[src/rtl/rhythm_pkg.sv]
// rhythm_pkg: shared definitions for the rhythm recorder.
//   state_t      - capture FSM states
//   CODE_*       - 2-bit duration codes for intervals of 2, 4, 6 and 8 cycles
//   NOTE_COUNT   - default number of codes captured per run
//   REF_PATTERN  - reference rhythm the capture is matched against
package rhythm_pkg;

  typedef enum logic [1:0] {
    ST_IDLE,
    ST_WAIT_FIRST,
    ST_MEASURE,
    ST_DONE
  } state_t;

  localparam logic [1:0] CODE_2 = 2'b00;
  localparam logic [1:0] CODE_4 = 2'b01;
  localparam logic [1:0] CODE_6 = 2'b11;
  localparam logic [1:0] CODE_8 = 2'b10;

  localparam int NOTE_COUNT = 40;

  localparam logic [79:0] REF_PATTERN = 80'h42425004254150400002;

endpackage

[src/rtl/rhythm_code_map.sv]
// rhythm_code_map: maps an onset-to-onset interval to its duration code.
//   n     in   4  interval in clock cycles
//   code  out  2  duration code (don't care when valid=0)
//   valid out  1  interval is one of the legal durations 2, 4, 6, 8
module rhythm_code_map
  import rhythm_pkg::*;
(
  input  logic [3:0] n,
  output logic [1:0] code,
  output logic       valid
);

  always_comb begin
    code  = CODE_2;
    valid = 1'b0;
    case (n)
      4'd2: begin code = CODE_2; valid = 1'b1; end
      4'd4: begin code = CODE_4; valid = 1'b1; end
      4'd6: begin code = CODE_6; valid = 1'b1; end
      4'd8: begin code = CODE_8; valid = 1'b1; end
      default: begin code = CODE_2; valid = 1'b0; end
    endcase
  end

endmodule

[src/rtl/rhythm_recorder.sv]
// rhythm_recorder: captures a rhythm as a string of 2-bit duration codes.
// A low cycle on tick is a note onset; the spacing between consecutive
// onsets is measured and encoded. The first onset only starts timing.
//   clk4hz   in   1             clock, rising edge
//   rst      in   1             synchronous active-high reset
//   tick     in   1             onset strobe (low = onset)
//   arm      in   1             start a capture (honoured in IDLE/DONE)
//   pattern  out  2*NOTE_COUNT  captured codes, oldest in the MSBs
//   count    out  6             codes captured so far
//   busy     out  1             capture in progress
//   done     out  1             capture finished (ok or error)
//   err      out  1             run ended on illegal interval or timeout
//   match    out  1             registered done & ~err & pattern==REF
module rhythm_recorder #(
  parameter int NOTE_COUNT = rhythm_pkg::NOTE_COUNT,
  parameter int MAX_GAP    = 8
) (
  input  logic                    clk4hz,
  input  logic                    rst,
  input  logic                    tick,
  input  logic                    arm,
  output logic [2*NOTE_COUNT-1:0] pattern,
  output logic [5:0]              count,
  output logic                    busy,
  output logic                    done,
  output logic                    err,
  output logic                    match
);

  import rhythm_pkg::*;

  localparam logic [2*NOTE_COUNT-1:0] REF_LOCAL = (2*NOTE_COUNT)'(REF_PATTERN);
  localparam logic [3:0]              GAP_LIMIT = 4'(MAX_GAP);
  localparam logic [5:0]              LAST_IDX  = 6'(NOTE_COUNT - 1);

  state_t     state_reg;
  logic [3:0] cnt_reg;
  logic [3:0] cnt_inc;
  logic [1:0] code;
  logic       code_valid;

  rhythm_code_map u_code_map (
    .n     (cnt_reg),
    .code  (code),
    .valid (code_valid)
  );

  // Interval counter saturates rather than wrapping.
  assign cnt_inc = (cnt_reg == 4'd15) ? 4'd15 : cnt_reg + 4'd1;

  always_ff @(posedge clk4hz) begin
    if (rst) begin
      state_reg <= ST_IDLE;
      cnt_reg   <= 4'd0;
      pattern   <= '0;
      count     <= 6'd0;
      busy      <= 1'b0;
      done      <= 1'b0;
      err       <= 1'b0;
      match     <= 1'b0;
    end else begin
      // Built from the registered flags, so it trails done by one cycle.
      match <= done & ~err & (pattern == REF_LOCAL);

      case (state_reg)
        ST_IDLE, ST_DONE: begin
          // An onset coinciding with arm is dropped: timing starts at
          // the first onset seen in WAIT_FIRST.
          if (arm) begin
            pattern   <= '0;
            count     <= 6'd0;
            err       <= 1'b0;
            done      <= 1'b0;
            busy      <= 1'b1;
            cnt_reg   <= 4'd0;
            state_reg <= ST_WAIT_FIRST;
          end
        end

        ST_WAIT_FIRST: begin
          if (!tick) begin
            cnt_reg   <= 4'd1;
            state_reg <= ST_MEASURE;
          end
        end

        ST_MEASURE: begin
          if (!tick) begin
            if (code_valid) begin
              pattern <= {pattern[2*NOTE_COUNT-3:0], code};
              count   <= count + 6'd1;
              cnt_reg <= 4'd1;
              if (count == LAST_IDX) begin
                done      <= 1'b1;
                busy      <= 1'b0;
                state_reg <= ST_DONE;
              end
            end else begin
              err       <= 1'b1;
              done      <= 1'b1;
              busy      <= 1'b0;
              state_reg <= ST_DONE;
            end
          end else begin
            cnt_reg <= cnt_inc;
            // Counter is about to pass MAX_GAP with no onset: no legal
            // interval can follow, so end the run now.
            if (cnt_reg >= GAP_LIMIT) begin
              err       <= 1'b1;
              done      <= 1'b1;
              busy      <= 1'b0;
              state_reg <= ST_DONE;
            end
          end
        end

        default: state_reg <= ST_IDLE;
      endcase
    end
  end

endmodule
[config.mk]
export PLATFORM = sky130hd
export DESIGN_NAME = rhythm_recorder
export DESIGN_NICKNAME = d
export VERILOG_FILES = /design/src/rtl/rhythm_pkg.sv /design/src/rtl/rhythm_code_map.sv /design/src/rtl/rhythm_recorder.sv
export SDC_FILE = /design/constraint.sdc
export NUM_CORES = 1
export LEC_CHECK = 0
export ABC_CLOCK_PERIOD_IN_PS = 3000
export BUFFER_PORTS_ARGS = -buffer_cell sky130_fd_sc_hd__buf_2
export CORE_ASPECT_RATIO = 0.7
export CORE_MARGIN = 2
export CORE_UTILIZATION = 55
export DETAILED_ROUTE_END_ITERATION = 6
export PLACE_DENSITY = 0.79
export SLEW_MARGIN = 20
export SYNTH_ARGS = -nofsm -noshare
export SYNTH_HDL_FRONTEND = slang
export SYNTH_SLANG_ARGS = --single-unit
[constraint.sdc]
create_clock -name clk4hz -period 3 [get_ports clk4hz]
set_clock_uncertainty 0.1 [all_clocks]
set_input_delay 0 -clock clk4hz [delete_from_list [all_inputs] [get_ports clk4hz]]
set_output_delay 0 -clock clk4hz [all_outputs]
set_load 0.005 [all_outputs]
# Yosys cells after proc, flatten, opt, wreduce, memory -nomap -nowiden

Index checks and enable logic that the tools add are counted.
W data, S select, Z words.

Add/subtract/negate cells: 2
Equal/unequal tests: 18
Bitwise gates (word level): 3
Magnitude comparators: 1
Reductions and logical operators: 9
Multiplexer cells: 38

Operator list:

| cell                   | number |
|---|---|
| $mux W80               | 3 |
| $pmux W80 S2           | 1 |
| $eq A80 B79 Y1 const B | 1 |
| $mux W4                | 5 |
| $mux W6                | 3 |
| $reduce_and A4 Y1      | 4 |
| $mux W1                | 13 |
| $mux W2                | 6 |
| $pmux W2 S3            | 2 |
| $pmux W4 S3            | 1 |
| $pmux W6 S2            | 1 |
| $ne A3 B3 Y1 const B   | 3 |
| $eq A4 B3 Y1 const B   | 2 |
| $eq A4 B4 Y1 const B   | 2 |
| $ne A2 B2 Y1 const B   | 4 |
| $add A6 B1 Y6 const B  | 1 |
| $eq A6 B6 Y1 const B   | 1 |
| $pmux W1 S2            | 3 |
| $add A4 B1 Y4 const B  | 1 |
| $eq A2 B2 Y1 const B   | 2 |
| $eq A4 B2 Y1 const B   | 1 |
| $ge A4 B4 Y1 const B   | 1 |
| $ne A4 B4 Y1 const B   | 1 |
| $reduce_or A4 Y1       | 1 |
| other kinds (7)        | 8 |

Input port bits: 4
Flip-flop bits (word level): 96
Output and inout port bits: 90

# Logic depth before layout (Yosys ltp)

Gate-level depths: netlist of run 1.

Word-level depth: 6
Mapped depth: 9
Depth with buffers taken out: 6

# By module

A second synthesis of run 1 with hierarchy kept.

Cell total of the unflattened synthesis: 494
Area, all modules: 4,055.1 um^2

By module, submodules not included:

| module          | cells each | times used | area an instance (um^2) |
|---|---|---|---|
| rhythm_recorder | 488        | 1          | 4,013.8 |
| rhythm_code_map | 6          | 1          | 41.3 |

# Least setup slack after synthesis of run 1

Ideal clock, no wire load.

Path type: register to register
Start: register state_reg[0]
End: register pattern[35]
Library setup time: 0.074 ns
Path slack: 0.826 ns
Data required time: 2.826 ns
Path buffers: 2
Arrival time: 1.999 ns
Clock period less this slack: 2.174 ns
Stages on the path, launching flop included: 8
Cells stage by stage: dfxtp_1 -> inv_1 -> ha_1 -> mux2i_1 -> buf_2 -> clkbuf_1 -> nand2_1 -> a31oi_1

Longest elaborated chain between the ends: 4
Elaborated cells between the ends (all ways): 10
Classes of those cells: eq/ne: 5; mux: 1; reduce/logical: 4

RTL lines:

| what                                                         | line                  | source |
|---|---|---|
| start: declaration                                           | rhythm_recorder.sv:36 | `state_t state_reg;` |
| start signal: assignment                                     | rhythm_recorder.sv:53 | `state_reg <= ST_IDLE;` |
| start signal: assignment                                     | rhythm_recorder.sv:76 | `state_reg <= ST_WAIT_FIRST;` |
| start signal: assignment                                     | rhythm_recorder.sv:83 | `state_reg <= ST_MEASURE;` |
| $eq A2 B2 Y1 or $logic_not A2 Y1 (tied branches)             | rhythm_recorder.sv:65 | `case (state_reg)` |
| $reduce_or A2 Y1                                             | rhythm_recorder.sv:65 |  |
| $ne A2 B2 Y1 (no line) or $reduce_bool A2 Y1 (tied branches) | --                    |  |
| $reduce_and A4 Y1 (no line)                                  | --                    |  |
| end signal: assignment                                       | rhythm_recorder.sv:90 | `pattern <= {pattern[2*NOTE_COUNT-3:0], code};` |
| end: declaration                                             | rhythm_recorder.sv:22 | `output logic [2*NOTE_COUNT-1:0] pattern,` |

Parallel ways exist; a longest one is shown, timed or not.
A chain may end at the register's enable or synchronous reset.

# Worst setup path in the final report of run 1

Start: register cnt_reg[0]
End: register pattern[12]

Longest elaborated chain between the ends: 5
Elaborated cells between the ends (all ways): 8
Classes of those cells: eq/ne: 5; mux: 1; reduce/logical: 2

RTL lines:

| what                                 | line                   | source |
|---|---|---|
| start: declaration                   | rhythm_recorder.sv:37  | `logic [3:0] cnt_reg;` |
| start signal: assignment             | rhythm_recorder.sv:105 | `cnt_reg <= cnt_inc;` |
| $eq A4 B2 Y1 (tied with other cells) | rhythm_code_map.sv:16  | `case (n)` |
| $reduce_or A4 Y1 (no line) (*)       | --                     |  |
| $mux W1 (*)                          | rhythm_code_map.sv:16  |  |
| $ne A2 B2 Y1 (no line) (*)           | --                     |  |
| $reduce_and A4 Y1 (no line) (*)      | --                     |  |

Every way passes the cells marked *; elsewhere a longest branch is shown, timed or not.

==> results of run 1 <==
-- layout make-up --
cell class / instances / area, sq um / area share, %
clock buffer: 11 / 233 / 4.42
multi-input combinational: 415 / 2370 / 44.9
timing repair buffer: 104 / 561 / 10.6
sequential: 96 / 1920 / 36.5
inverter: 13 / 48.8 / 0.927
clock inverter: 2 / 10.0 / 0.190
tap: 101 / 126 / 2.40
-- per-stage QoR --
| stage | utilization [%] | total power [mW] | setup slack (ns) | hold slack [ns] |
|---|---|---|---|---|
| after floorplan | - | 1.87 | 0.826 | 0.118 |
| after global placement | 63.3 | 2.05 | 0.695 | 0.306 |
| after detailed placement | 63.3 | 2.06 | 0.557 | 0.316 |
| after CTS | 66.3 | 3.04 | 0.545 | 0.0862 |
| after global routing | 66.3 | 3.17 | 0.316 | 0.125 |
| final | 66.3 | 3.04 | 0.505 | 0.110 |
-- layout by cell type, fill, tap and decap left out, types with 5 or more instances in the layout --
cell type	n
buf_2	93
buf_4	10
o22ai_1	7
dfxtp_1	96
nor3_1	5
or4_1	5
inv_1	13
nand3_1	142
nand2_1	93
ha_1	5
clkbuf_16	9
nor2_1	6
nor4b_1	10
a31oi_1	76
nor4_1	7
-- power breakdown --
part | internal (mW) | switching (mW) | total (mW)
Clock | 0.545 | 0.453 | 0.999
Combinational | 0.193 | 0.531 | 0.725
Sequential | 1.30 | 0.0194 | 1.32
Total | 2.04 | 1.00 | 3.04
-- logic make-up (layout without fill, tap and decap cells) --
family,after synthesis,in the layout,synth area share (%)
AOI/OAI and AO/OA,115,115,17.4
and+or+nand+nor,289,289,31.5
adders and majority gates,6,6,1.66
DFF,96,96,42.5
buffers and inverters,68,130,5.86
muxes,5,5,1.16
-- metal layers --
layer	up-vias	part of all wire, %
met5	-	0
met4	0	0.88
met3	12	8.4
met2	213	46
met1	2309	45
li1	2261	-
-- path summary, 6_finish.rpt --
kind / from / to / slack (ns) / depth (start not counted)
setup reg to reg: cnt_reg[0] / pattern[12] / 0.51 / 7
hold / removal: tick / cnt_reg[2] / 0.11 / 5
setup / recovery: cnt_reg[0] / pattern[12] / 0.51 / 7
hold reg to reg: busy / busy / 0.37 / 2
-- worst max-delay path, cell delays in order, from the launching register on --
cell and delay (ns):
dfxtp_1 0.35, inv_1 0.10, ha_1 0.26, a211oi_1 0.46, a211o_2 0.45, buf_4 0.33, nand3_1 0.11, a31oi_1 0.24
==> metrics.cfg, run 1 <==
[synth]
yosys-top-cells-count = nand3_1, dfxtp_1, nand2_1
synthTopCellsByArea = dfxtp_1, nand3_1, a31oi_1
syn_nets = 589
yosys_warnings = 0
yosysSeqAreaShare_pct = 42.5
yosysTopAreaCellShare_pct = 42.5
synth.cell_area_sq_um = 4530
synthFlopType = dfxtp_1
synth_area_leader_cell = dfxtp_1
ys_ff_latch = 96
synth-edff-count = 0
synthCells = 579
synthArstFlopShare_pct = 0
synth.most_common_cell = nand3_1
synth_cell_types = 42
syn_area_per_cell_sq_um = 7.82

[detailed_routing]
drt_wl_total_mm = 12.4
drc = 0
vias_per_cell = 6.46
ant_nets = 0
wl_per_cell_um = 16.8
first_iter_violations = 717
routed-via-count = 4795
dr.pass1.iters = 5

[global_routing]
grt_use_met3_pct = 6.99
grt_max_degree = 91
met1_usage_pct = 40.0
grt_util_met2_pct = 41.3
top_usage_layer = met2
antenna_found_initial = 0
grt_pass1_vias = 4059
grt-ovfl-total = 0
grt.total_usage_pct = 27.7
grt_pass1_wl_mm = 20.3

[floorplanning]
start_util_pct = 57.0
die_area_sq_um = 8980
ios = 94
die_h_um = 79.9
core_sq_um = 7940
core.rowCount = 27
dieWidth_um = 112

[clock_network]
clkSinkCount = 96
postCtsResizedCells = 0
cts_buffers = 9
postCtsSetupRepairBufs = 0
cts_max_level = 3
holdBufCountCts = 0
clock_latency_ns = 0.34
cts_tree = done
cts_buffer_depth = 2
clock-root-buffer = clkbuf_16
path_clk_slew_ns = 0.06

[run_status]
status = complete, no violations

[setup_path]
cp-start-kind = flop
endpoint_kind = flop
path_class = reg -> reg
crit_fanout = 24
critPathRequiredTime_ns = 3.16
worstPathArrival_ns = 2.65

[sta]
setup_viol_count_final = 0
tns_ns = 0
grt_setup_unrepaired = false
clock.fmax_mhz = 401
finalCritPeriodShare_pct = 83.2
worst_pin_slew_ns = 1.07
maxSlewViolCount = 0
relSlewSlack_pct = 29.0
hold_viol = 0
fin_crit_ns = 2.49

[placement]
portBuffers = 93
dp_hpwl_mm = 8.02
dpl.cell_count = 729
place_congestion = 0.836
placed_area_sq_um = 5020

[hold_path]
hold_class = in -> reg

[cells_and_area]
design_area_sq_um = 5270
fin_cells = 742
fin_nets = 649
n_antenna_cell = 0
area_growth_pct = 16.3
num-fill-cells = 675
largest_register_ff_count = 80
layout-drive-gt1-share_pct = 19.0

[pwr]
power-per-cell-area_nw_per_um2 = 578
cellLeakagePower_nw = 1.85
ir_drop_mv = 0.383

[run]
drv.max_cap_violation_count = 0

(Power assumes the default switching activity.)
==> run 2, diff against run 1 <==
--- a/config.mk
+++ b/config.mk
@@ -5,13 +5,14 @@
 export SDC_FILE = /design/constraint.sdc
 export NUM_CORES = 1
 export LEC_CHECK = 0
-export ABC_CLOCK_PERIOD_IN_PS = 3000
+export ABC_AREA = 1
+export ABC_CLOCK_PERIOD_IN_PS = 2200
 export BUFFER_PORTS_ARGS = -buffer_cell sky130_fd_sc_hd__buf_2
 export CORE_ASPECT_RATIO = 0.7
 export CORE_MARGIN = 2
-export CORE_UTILIZATION = 55
+export CORE_UTILIZATION = 50
 export DETAILED_ROUTE_END_ITERATION = 6
-export PLACE_DENSITY = 0.79
+export PLACE_DENSITY = 0.76
 export SLEW_MARGIN = 20
 export SYNTH_ARGS = -nofsm -noshare
 export SYNTH_HDL_FRONTEND = slang
==> constraint.sdc (replaced) <==
create_clock -name clk4hz -period 2.2 [get_ports clk4hz]
set_clock_uncertainty 0.1 [all_clocks]
set_input_delay 0 -clock clk4hz [delete_from_list [all_inputs] [get_ports clk4hz]]
set_output_delay 0 -clock clk4hz [all_outputs]
set_load 0.005 [all_outputs]
==> run 2 against run 1 <==
  * Die area increased by 11%
  * Critical path depth increased by 4
  * Highest routed layer unchanged
  * Cell count increased by 27%
==> metrics.cfg, run 2 <==
[cells_and_area]
layout-drive-gt1-share_pct = 15.5  ; was 19.0%
design_area_sq_um = 5460  ; was 5270 sq um
n_antenna_cell = 0  ; unchanged
fin_nets = 820  ; was 649
layout_common_cells = nand2_1, nor2_1, dfxtp_1  ; was nand3_1, dfxtp_1, nand2_1, buf_2, a31oi_1
largest_register_ff_count = 80  ; unchanged
multiInputGateArea_sq_um = 2290  ; was 2370 sq um
seq_area_sq_um = 1920  ; unchanged
final_common_cell = nand2_1  ; was nand3_1
area_growth_pct = 19.3  ; was 16.3%
num-fill-cells = 881  ; was 675

[setup_path]
critPathRequiredTime_ns = 2.34  ; was 3.16 ns
cp-start-kind = flop  ; unchanged
path_delay_family = buffers and inverters  ; was compound AO/OA/AOI/OAI gates
critical-path-slowest-cell = dfxtp_1  ; was a211oi_1
endpoint_kind = flop  ; unchanged
path_cells = inv_1 -> ha_2 -> nand2_1 -> o21ai_1 -> a21oi_2 -> nand2_2 -> inv_4 -> buf_16 -> nand2_1 -> nand2_1 -> nor2_1  ; was inv_1 -> ha_1 -> a211oi_1 -> a211o_2 -> buf_4 -> nand3_1 -> a31oi_1
cp_common_cell = nand2_1
worstPathArrival_ns = 2.17  ; was 2.65 ns
slowest_delay_ns = 0.36  ; was 0.46 ns
worst-path-buf-inv = 3  ; was 2
path_class = reg -> reg  ; unchanged
crit_fanout = 35  ; was 24

[global_routing]
grt_pass1_vias = 3909  ; was 4059
antenna_found_initial = 0  ; unchanged
grt-ovfl-total = 0  ; unchanged
grt_pass1_wl_mm = 18.5  ; was 20.3 mm
grt.total_usage_pct = 23.0  ; was 27.7%
grt_max_degree = 71  ; was 91

[clock_network]
cts_max_level = 3  ; unchanged
path_clk_slew_ns = 0.07  ; was 0.06 ns
cts_tree = done  ; unchanged
clkSinkCount = 96  ; unchanged
clock_latency_ns = 0.35  ; was 0.34 ns
clock-root-buffer = clkbuf_16  ; unchanged
cts_buffers = 9  ; unchanged
cts_buffer_depth = 2  ; unchanged

[sta]
tns_ns = 0  ; unchanged
fin_ws_ns = 0.175  ; was 0.505 ns
setup_viol_count_final = 0  ; unchanged
hold-worst-slack_ns = 0.115  ; was 0.110 ns
maxSlewViolCount = 0  ; unchanged
worst_pin_slew_ns = 0.455  ; was 1.07 ns
clock.fmax_mhz = 494  ; was 401 MHz
finalCritPeriodShare_pct = 92.1  ; was 83.2%
grt_setup_unrepaired = false  ; unchanged
relSlewSlack_pct = 69.6  ; was 29.0%
hold_viol = 0  ; unchanged
fin_crit_ns = 2.03  ; was 2.49 ns

[detailed_routing]
highest_layer = met4  ; unchanged
wl_met1_mm = 5.40  ; was 5.57 mm
vias_per_cell = 4.86  ; was 6.46
drt_wl_total_mm = 11.5  ; was 12.4 mm
ant_nets = 0  ; unchanged
wl_per_cell_um = 12.2  ; was 16.8 um
wl_met3_um = 691  ; was 1.04 mm
first_iter_violations = 361  ; was 717
routed-via-count = 4567  ; was 4795
dr.pass1.iters = 5  ; unchanged
wl_met2_mm = 5.27  ; was 5.72 mm
drc = 0  ; unchanged

[synth]
synth_mux_area_share_pct = 0  ; was 1.16%
yosys_warnings = 0  ; unchanged
synthAdderAreaFrac_pct = 1.64  ; was 1.66%
synth-edff-count = 0  ; unchanged
synth.cell_area_sq_um = 4580  ; was 4530 sq um
synthTopCellsByArea = dfxtp_1, nand2_1, nor2_1  ; was dfxtp_1, nand3_1, a31oi_1
yosysSeqAreaShare_pct = 42.0  ; was 42.5%
yosysTopAreaCellShare_pct = 42.0  ; was 42.5%
synth_top_family_by_area = simple AND/OR/NAND/NOR gates  ; unchanged
yosys-top-cells-count = nand2_1, nor2_1, dfxtp_1  ; was nand3_1, dfxtp_1, nand2_1
synth-compound-area-share_pct = 3.99  ; was 17.4%
synth_area_leader_cell = dfxtp_1  ; unchanged
synthSimpleGateAreaFrac_pct = 44.0  ; was 31.5%
synthFlopType = dfxtp_1  ; unchanged
synthCells = 731  ; was 579
synth_cell_types = 25  ; was 42
syn_area_per_cell_sq_um = 6.26  ; was 7.82 sq um
synthXorXnorAreaFrac_pct = 0.191  ; was 0%
syn_nets = 741  ; was 589
ys_ff_latch = 96  ; unchanged
synth.most_common_cell = nand2_1  ; was nand3_1
synthArstFlopShare_pct = 0  ; unchanged

[placement]
portBuffers = 93  ; unchanged
dp_hpwl_mm = 7.47  ; was 8.02 mm
place_congestion = 0.889  ; was 0.836
dp_slack_ns = 0.101  ; was 0.557 ns
placed_area_sq_um = 5070  ; was 5020 sq um

[pwr]
p_switching_mw = 4.07  ; was 1.00 mW
power-per-cell-area_nw_per_um2 = 1660  ; was 578 nW/um^2
ir_drop_mv = 0.825  ; was 0.383 mV
pwr-share-comb_pct = 51.6  ; was 23.8%
power_frac_clock_pct = 17.9  ; was 32.8%
power_mw = 9.07  ; was 3.04 mW
p_int_mw = 5.00  ; was 2.04 mW
cellLeakagePower_nw = 2.72  ; was 1.85 nW
p_seq_share_pct = 30.6  ; was 43.4%
switching_share_pct = 44.8  ; was 33.0%

[run_status]
status = complete, no violations  ; unchanged

[floorplanning]
dieWidth_um = 118  ; was 112 um
ios = 94  ; unchanged
die_h_um = 84.1  ; was 79.9 um
core_sq_um = 8960  ; was 7940 sq um
die_area_sq_um = 9950  ; was 8980 sq um
core.rowCount = 29  ; was 27
start_util_pct = 51.1  ; was 57.0%

[run]
drv.max_cap_violation_count = 0  ; unchanged

[hold_path]
hold_class = in -> reg  ; unchanged

## run 2: repair_timing
item | 4_1_cts | 5_1_grt
setup buffers | 0 | 0
resized for setup | 0 | 5
hold buffers | 2 | 0
hold endpoints to repair | 5 | 0
endpoints found under the setup margin | 0 | 69
## run 2: final cells by class
type / instances / area share [%]
inverter: 39 / 2.72
clock inverter: 4 / 0.939
clock buffer: 12 / 4.69
timing repair buffer: 105 / 11.8
multi-input combinational: 559 / 41.8
tap: 124 / 2.84
sequential: 96 / 35.2
## run 2: power by group through the flow
stage / combinational [mW] / sequential [mW] / clock [mW]
floorplan: 3.50 / 2.74 / 0
CTS: 4.36 / 2.76 / 1.64
detailed placement: 4.31 / 2.80 / 0
global placement: 4.14 / 2.77 / 0
finish: 4.68 / 2.77 / 1.62
global route: 5.40 / 2.85 / 1.72
## run 2: path summary, 6_finish.rpt
kind / start / end / slack [ns] / cells past startpoint
setup / recovery: state_reg[0] / pattern[34] / 0.17 / 11
hold / removal: arm / err / 0.11 / 6
hold reg to reg: busy / busy / 0.40 / 2
setup reg to reg: state_reg[0] / pattern[34] / 0.17 / 11
## run 2: kinds of logic after synthesis
| group | Yosys count |
|---|---|
| and+or+nand+nor | 516 |
| DFF | 96 |
| buffers and inverters | 76 |
| AOI/OAI and AO/OA | 36 |
| adders and majority gates | 6 |
| xor gates and xnor gates | 1 |
## run 2: tightest hold or removal path: stages
cell and delay (ns):
buf_2 0.08, inv_1 0.04, nand2_1 0.07, o21ai_1 0.12, o21ai_0 0.16, a21oi_1 0.05
## run 2: metrics by stage
step	cells	util [%]
6_report	939	61.0
5_1_grt	939	61.0
4_1_cts	937	60.2
3_5_place_dp	919	56.6
3_3_place_gp	919	56.6
2_1_floorplan	731	-
## run 2: layer usage
metal,up-vias,GRT usage (%)
met2,111,35.3
met4,0,7.58
met5,-,0
met1,2059,31.3
met3,10,6.28
li1,2387,-
